<file path="config.mk">
export PLATFORM = sky130hd
export DESIGN_NAME = lc3_datapath_p
export DESIGN_NICKNAME = d
export VERILOG_FILES = /design/src/rtl/lc3_pkg.sv /design/src/rtl/lc3_mem_ctrl.sv /design/src/rtl/lc3_datapath_p.sv
export SDC_FILE = /design/constraint.sdc
export NUM_CORES = 1
export LEC_CHECK = 0
export ABC_AREA = 1
export CORE_AREA = 3 3 213 236
export CTS_CLUSTER_SIZE = 16
export DETAILED_ROUTE_END_ITERATION = 10
export DIE_AREA = 0 0 216 239
export GPL_TIMING_DRIVEN = 0
export PLACE_DENSITY = 0.51
export SKIP_CTS_REPAIR_TIMING = 1
export SYNTH_ARGS = -nofsm -noshare
export SYNTH_HDL_FRONTEND = slang
export SYNTH_SLANG_ARGS = --single-unit
export TNS_END_PERCENT = 100
</file>
<file path="constraint.sdc">
create_clock -name Clk -period 7.7 [get_ports Clk]
set_input_delay 1.54 -clock Clk [delete_from_list [all_inputs] [get_ports Clk]]
set_output_delay 1.54 -clock Clk [all_outputs]
set_load 0.005 [all_outputs]
</file>
<file path="src/rtl/lc3_pkg.sv">
// Shared encodings for the LC-3 datapath: control mux codes, memory FSM states
// and bit positions inside the GATE and LD control vectors.
package lc3_pkg;

    typedef enum logic [1:0] {
        ALU_ADD  = 2'd0,
        ALU_AND  = 2'd1,
        ALU_NOT  = 2'd2,
        ALU_PASS = 2'd3
    } aluk_e;

    typedef enum logic [1:0] {
        PC_BUS   = 2'd0,
        PC_ADDER = 2'd1,
        PC_INC   = 2'd2,
        PC_HOLD  = 2'd3
    } pcmux_e;

    typedef enum logic [1:0] {
        A2_OFF11 = 2'd0,
        A2_OFF9  = 2'd1,
        A2_OFF6  = 2'd2,
        A2_ZERO  = 2'd3
    } addr2mux_e;

    typedef enum logic [1:0] {
        ST_IDLE = 2'd0,
        ST_REQ  = 2'd1,
        ST_DONE = 2'd2
    } mem_state_e;

    localparam int GATE_MDR    = 3;
    localparam int GATE_PC     = 2;
    localparam int GATE_MARMUX = 1;
    localparam int GATE_ALU    = 0;

    localparam int LD_MAR = 6;
    localparam int LD_MDR = 5;
    localparam int LD_IR  = 4;
    localparam int LD_PC  = 3;
    localparam int LD_BEN = 2;
    localparam int LD_CC  = 1;
    localparam int LD_REG = 0;

    localparam logic [2:0] NZP_RESET = 3'b010;

endpackage

</file>
<file path="src/rtl/lc3_mem_ctrl.sv">
// Memory handshake controller: IDLE -> REQ -> DONE with a bounded wait for ACK.
// A read completion is flagged to the datapath so MDR can capture the read data.
module lc3_mem_ctrl
    import lc3_pkg::*;
#(
    parameter int TIMEOUT = 15
) (
    input  logic clk,
    input  logic rst_n,
    input  logic start,
    input  logic we,
    input  logic ack,
    output logic req,
    output logic busy,
    output logic done,
    output logic timeout,
    output logic rd_done
);

    localparam int CNT_W = $clog2(TIMEOUT + 1);
    localparam logic [CNT_W-1:0] CNT_LAST = CNT_W'(TIMEOUT - 1);

    mem_state_e       state;
    mem_state_e       state_nxt;
    logic [CNT_W-1:0] wait_cnt;
    logic             we_q;
    logic             timeout_q;
    logic             expire;

    // ACK on the last allowed cycle wins over the timeout.
    assign expire = (state == ST_REQ) && !ack && (wait_cnt == CNT_LAST);

    always_ff @(posedge clk or negedge rst_n) begin
        if (!rst_n) begin
            state <= ST_IDLE;
        end else begin
            state <= state_nxt;
        end
    end

    always_comb begin
        state_nxt = state;
        case (state)
            ST_IDLE: if (start) state_nxt = ST_REQ;
            ST_REQ: begin
                if (ack) begin
                    state_nxt = ST_DONE;
                end else if (expire) begin
                    state_nxt = ST_IDLE;
                end
            end
            ST_DONE: state_nxt = ST_IDLE;
            default: state_nxt = ST_IDLE;
        endcase
    end

    always_ff @(posedge clk or negedge rst_n) begin
        if (!rst_n) begin
            wait_cnt  <= '0;
            we_q      <= 1'b0;
            timeout_q <= 1'b0;
        end else begin
            timeout_q <= expire;
            if (state == ST_IDLE && start) begin
                wait_cnt <= '0;
                we_q     <= we;
            end else if (state == ST_REQ && !ack) begin
                wait_cnt <= wait_cnt + CNT_W'(1);
            end
        end
    end

    always_comb begin
        req     = (state == ST_REQ);
        busy    = (state == ST_REQ);
        done    = (state == ST_DONE);
        timeout = timeout_q;
        rd_done = (state == ST_REQ) && ack && !we_q;
    end

endmodule

</file>
<file path="src/rtl/lc3_datapath_p.sv">
// LC-3 datapath: shared bus, register file, ALU, address adder, PC/MAR/MDR/IR,
// condition codes and branch enable, with a timed memory handshake.
module lc3_datapath_p
    import lc3_pkg::*;
#(
    parameter int WIDTH   = 16,
    parameter int TIMEOUT = 15
) (
    input  logic             Clk,
    input  logic             Reset,
    input  logic [3:0]       GATE,
    input  logic [6:0]       LD,
    input  logic [1:0]       PCMUX,
    input  logic [1:0]       ADDR2MUX,
    input  logic             ADDR1MUX,
    input  logic [1:0]       ALUK,
    input  logic             DRMUX,
    input  logic             SR1MUX,
    input  logic             SR2MUX,
    input  logic             MEM_START,
    input  logic             MEM_WE,
    input  logic             MEM_ACK,
    input  logic [WIDTH-1:0] MEM_RDATA,
    output logic [WIDTH-1:0] MAR,
    output logic [WIDTH-1:0] MDR,
    output logic [WIDTH-1:0] IR,
    output logic [WIDTH-1:0] PC,
    output logic [WIDTH-1:0] BUS,
    output logic             MEM_REQ,
    output logic [WIDTH-1:0] MEM_ADDR,
    output logic [WIDTH-1:0] MEM_WDATA,
    output logic             MEM_BUSY,
    output logic             MEM_DONE,
    output logic             MEM_TIMEOUT,
    output logic             BEN,
    output logic             BUS_CONFLICT,
    output logic [2:0]       NZP
);

    logic [WIDTH-1:0] regs [8];
    logic [2:0]       dr;
    logic [2:0]       sr1;
    logic [WIDTH-1:0] sr1_val;
    logic [WIDTH-1:0] sr2_val;
    logic [WIDTH-1:0] alu_out;
    logic [WIDTH-1:0] addr1;
    logic [WIDTH-1:0] addr2;
    logic [WIDTH-1:0] adder_out;
    logic             rd_done;

    function automatic logic [2:0] cc_of(input logic [WIDTH-1:0] v);
        if (v[WIDTH-1]) begin
            return 3'b100;
        end else if (v == '0) begin
            return 3'b010;
        end
        return 3'b001;
    endfunction

    lc3_mem_ctrl #(.TIMEOUT(TIMEOUT)) u_mem_ctrl (
        .clk     (Clk),
        .rst_n   (Reset),
        .start   (MEM_START),
        .we      (MEM_WE),
        .ack     (MEM_ACK),
        .req     (MEM_REQ),
        .busy    (MEM_BUSY),
        .done    (MEM_DONE),
        .timeout (MEM_TIMEOUT),
        .rd_done (rd_done)
    );

    assign MEM_ADDR  = MAR;
    assign MEM_WDATA = MDR;

    assign dr      = DRMUX ? 3'd7 : IR[11:9];
    assign sr1     = SR1MUX ? IR[8:6] : IR[11:9];
    assign sr1_val = regs[sr1];
    assign sr2_val = SR2MUX ? WIDTH'($signed(IR[4:0])) : regs[IR[2:0]];

    always_comb begin
        alu_out = '0;
        case (aluk_e'(ALUK))
            ALU_ADD:  alu_out = sr1_val + sr2_val;
            ALU_AND:  alu_out = sr1_val & sr2_val;
            ALU_NOT:  alu_out = ~sr1_val;
            ALU_PASS: alu_out = sr1_val;
            default:  alu_out = '0;
        endcase
    end

    assign addr1 = ADDR1MUX ? PC : sr1_val;

    always_comb begin
        addr2 = '0;
        case (addr2mux_e'(ADDR2MUX))
            A2_OFF11: addr2 = WIDTH'($signed(IR[10:0]));
            A2_OFF9:  addr2 = WIDTH'($signed(IR[8:0]));
            A2_OFF6:  addr2 = WIDTH'($signed(IR[5:0]));
            A2_ZERO:  addr2 = '0;
            default:  addr2 = '0;
        endcase
    end

    assign adder_out = addr1 + addr2;

    // Two or more drivers is a control error: the bus is forced to zero.
    always_comb begin
        BUS_CONFLICT = |(GATE & (GATE - 4'd1));
        BUS          = '0;
        if (!BUS_CONFLICT) begin
            if (GATE[GATE_MDR]) begin
                BUS = MDR;
            end else if (GATE[GATE_PC]) begin
                BUS = PC;
            end else if (GATE[GATE_MARMUX]) begin
                BUS = adder_out;
            end else if (GATE[GATE_ALU]) begin
                BUS = alu_out;
            end
        end
    end

    always_ff @(posedge Clk or negedge Reset) begin
        if (!Reset) begin
            for (int i = 0; i < 8; i++) begin
                regs[i] <= '0;
            end
        end else if (LD[LD_REG]) begin
            regs[dr] <= BUS;
        end
    end

    always_ff @(posedge Clk or negedge Reset) begin
        if (!Reset) begin
            MAR <= '0;
            MDR <= '0;
            IR  <= '0;
            PC  <= '0;
            NZP <= NZP_RESET;
            BEN <= 1'b0;
        end else begin
            if (LD[LD_MAR]) MAR <= BUS;
            if (rd_done) begin
                MDR <= MEM_RDATA;
            end else if (LD[LD_MDR]) begin
                MDR <= BUS;
            end
            if (LD[LD_IR]) IR <= BUS;
            if (LD[LD_PC]) begin
                case (pcmux_e'(PCMUX))
                    PC_BUS:   PC <= BUS;
                    PC_ADDER: PC <= adder_out;
                    PC_INC:   PC <= PC + WIDTH'(1);
                    PC_HOLD:  PC <= PC;
                    default:  PC <= PC;
                endcase
            end
            if (LD[LD_CC]) NZP <= cc_of(BUS);
            // Uses the condition codes held before this edge.
            if (LD[LD_BEN]) BEN <= |(IR[11:9] & NZP);
        end
    end

endmodule

</file>
==> impl_metrics.yaml <==
run_status:
  status: "completed"
die:
  rows: 84
  die_area_um2: 51620
  core_area_um2: 47930
  die_w_um: 216
  io_pins: 163
  start_util_pct: 30.03
  die_h_um: 239
pwr:
  switching_power_mw: 1.721
  pwr-share-seq_pct: 33.5
  intPower_mw: 2.584
  irDropWorstVdd_mv: 0.1793
  p_leak_nw: 8.283
  power_frac_clock_pct: 29.3
  powerDensity_nw_per_um2: 243.4
  swShare_pct: 39.98
  power_frac_comb_pct: 37.3
yosys:
  ys_warn_count: 0
  ys_types: 46
  yosys.area.top_type: "dfrtp_1"
  async_flop_share_pct: 100.0
  ys_dominant_reg_cell: "dfrtp_1"
  syn_avg_cell_area_um2: 6.581
  synthesis.nets: 2268
  syn_inst: 2187
  synth_edf_count: 0
  syn_area_um2: 14390
  synth_top_cell_area_share_pct: 35.30
  ys_ff_latch: 204
  ys_seq_area_share_pct: 35.48
  yosys-top-cells-area: "dfrtp_1, nand2_1, o21ai_0, nand3_1, inv_1"
cells_and_area:
  final_cell_mix: "nand2_1, o21ai_0, inv_1, nand3_1, dfrtp_1"
  antenna-diode-count: 0
  layout-drive-gt1-share_pct: 5.439
  final_cell_area_um2: 17690
  layout_commonest_cell: "nand2_1"
  areaGrowthSynthToFinish_pct: 22.88
  nets: 2454
placement:
  post_dp_cell_area_um2: 16810
  portBuffers: 158
  gp_routability_congestion: 0.9787
  dp_hpwl_mm: 52.70
route:
  wl_met1_mm: 29.59
  post_drt_wl_per_cell_um: 22.56
  wl_mm: 68.48
  route.met3.wl_mm: 4.366
  num_vias: 15780
  top_layer_used: "met4"
  drt_iter0_markers: 1702
  drtPass1Iterations: 5
  drtAntennaViolNets: 0
  drc_errors: 0
  routed_via_density: 5.200
  met2_length_mm: 31.83
global_routing:
  overflow: 0
  grt_max_degree: 116
  grt_pass1_vias: 15070
  gr-usage-all-layers_pct: 25.67
  grt_pass1_wl_mm: 99.08
  antenna_found_initial: 1
cts:
  clockRootBuffer: "clkbuf_16"
  cts_tree: "yes"
  path_clk_slew_ns: 0.06
  clock-sinks: 204
  clkLatencyLatePin_ns: 0.58
  clock_path_buffers: 3
  cts_buffers: 25
  cts_max_level: 1
sta:
  max_slew_margin_pct: 21.27
  fin_skew_ns: 0.03431
  finalSetupViolCount: 0
  clock.fmax_ghz: 0.1342
  tns_ns: 0
  tightest_slew_ns: 1.181
  fin_crit_sh_pct: 96.76
  min_period_ns: 7.451
  final_max_slew_viol_count: 0
  hold_violations: 0
worst_setup_path:
  r2r_cells: 24
  cp_max_fo: 10
  cpMostUsedCell: "nand2_1"
  slowest_delay_ns: 0.51
  end_kind: "primary output"
  crit_family: "simple AND/OR/NAND/NOR gates"
  required_ns: 6.16
  critical_path.startpoint_type: "primary input"
  r2r_end: "regs[126]$_DFFE_PN0P_"
  worstSetupPathType: "in -> out"
  cpMaxStageDelayCell: "clkdlybuf4s50_1"
  r2r-start: "IR[0]$_DFFE_PN0P_"
  regToRegSetupSlack_ns: 2.27
  arrival_ns: 5.91
  worst-path-buf-inv: 8
hold_path:
  hold_end: "regs[17]$_DFFE_PN0P_"
  hp-start: "regs[17]$_DFFE_PN0P_"
  holdPathStages: 2
  min_path_type: "reg -> reg"
flow_run:
  drv_cap: 0
power by group through the flow:
| stage | clock [mW] | combinational, mW | sequential (mW) |
|---|---|---|---|
| after floorplan | 0 | 0.894 | 1.38 |
| after global placement | 0 | 1.58 | 1.45 |
| after detailed placement | 0 | 1.58 | 1.46 |
| after CTS | 1.28 | 1.59 | 1.44 |
| after global routing | 1.32 | 1.76 | 1.46 |
| final | 1.26 | 1.61 | 1.44 |
area by class of cell:
class | instances | area, µm²
clock inverter | 11 | 178.9
buffer | 155 | 807.0
fill | 5280 | 30240
multi-input combinational | 1533 | 7400
timing repair buffer | 159 | 1614
clock buffer | 33 | 665.6
tap | 645 | 807.0
inverter | 295 | 1107
sequential | 204 | 5106
sequential cells by signal, indices dropped and copies added, names as in the netlist:
signal and count:
u_mem_ctrl.wait_cnt 4, u_mem_ctrl.we_q 1, u_mem_ctrl.timeout 1, NZP 3, BEN 1, regs 128, PC 16, MDR 16
u_mem_ctrl.state 2, IR 16, MAR 16
through the flow:
stage	hold slack [ns]	util [%]	power (mW)	setup slack, ns	cells
after floorplan	0.4530	-	2.273	1.938	2187
after global placement	0.4679	35.01	3.029	-3.816	2990
after detailed placement	0.4732	35.08	3.038	-0.02138	2991
after CTS	0.4877	36.84	4.306	-0.02971	3035
after global routing	0.5095	36.90	4.547	-0.02712	3035
final	0.4841	36.90	4.305	0.2495	3035
worst min-delay path, stage by stage (launching register included):
cell and delay (ns):
dfrtp_1 0.34, nand2_1 0.05, o21ai_0 0.06
logic make-up (layout without fill, tap and decap cells):
logic type,count (synthesis),count (layout),share of synthesized area (%)
simple gates,1018,1018,29.74
compound gates,467,467,17.49
xor+xnor,8,8,0.4868
fa+ha+maj,39,39,3.495
buf+inv,450,653,13.23
mux,1,1,0.07823
flops,204,204,35.48
worst max path at each step:
stage / start / to / slack [ns] / depth (start not counted)
floorplan: SR1MUX / BUS[14] / 1.94 / 26
global placement: Reset / PC[15]$_DFFE_PN0P_ / -3.82 / 1
detailed placement: SR1MUX / BUS[14] / -0.02 / 26
CTS: SR1MUX / BUS[14] / -0.03 / 26
global route: ADDR1MUX / BUS[14] / -0.03 / 24
finish: SR1MUX / BUS[14] / 0.25 / 26
synth_stat cells (16+ instances only):
master and n:
nor2_1 93, clkbuf_1 92, nand3_1 245, nand4_1 16
o21ai_0 311, inv_1 290, o211ai_1 35, nand2_1 628
a21oi_1 75, dfrtp_1 203, ha_1 37, buf_4 36
metal layers:
| metal | GRT usage [%] | vias up |
|---|---|---|
| met4 | 9.453 | 0 |
| met1 | 34.95 | 7587 |
| met5 | 0 | - |
| li1 | - | 7448 |
| met3 | 3.267 | 127 |
| met2 | 41.98 | 620 |
(Power assumes the default switching activity.)
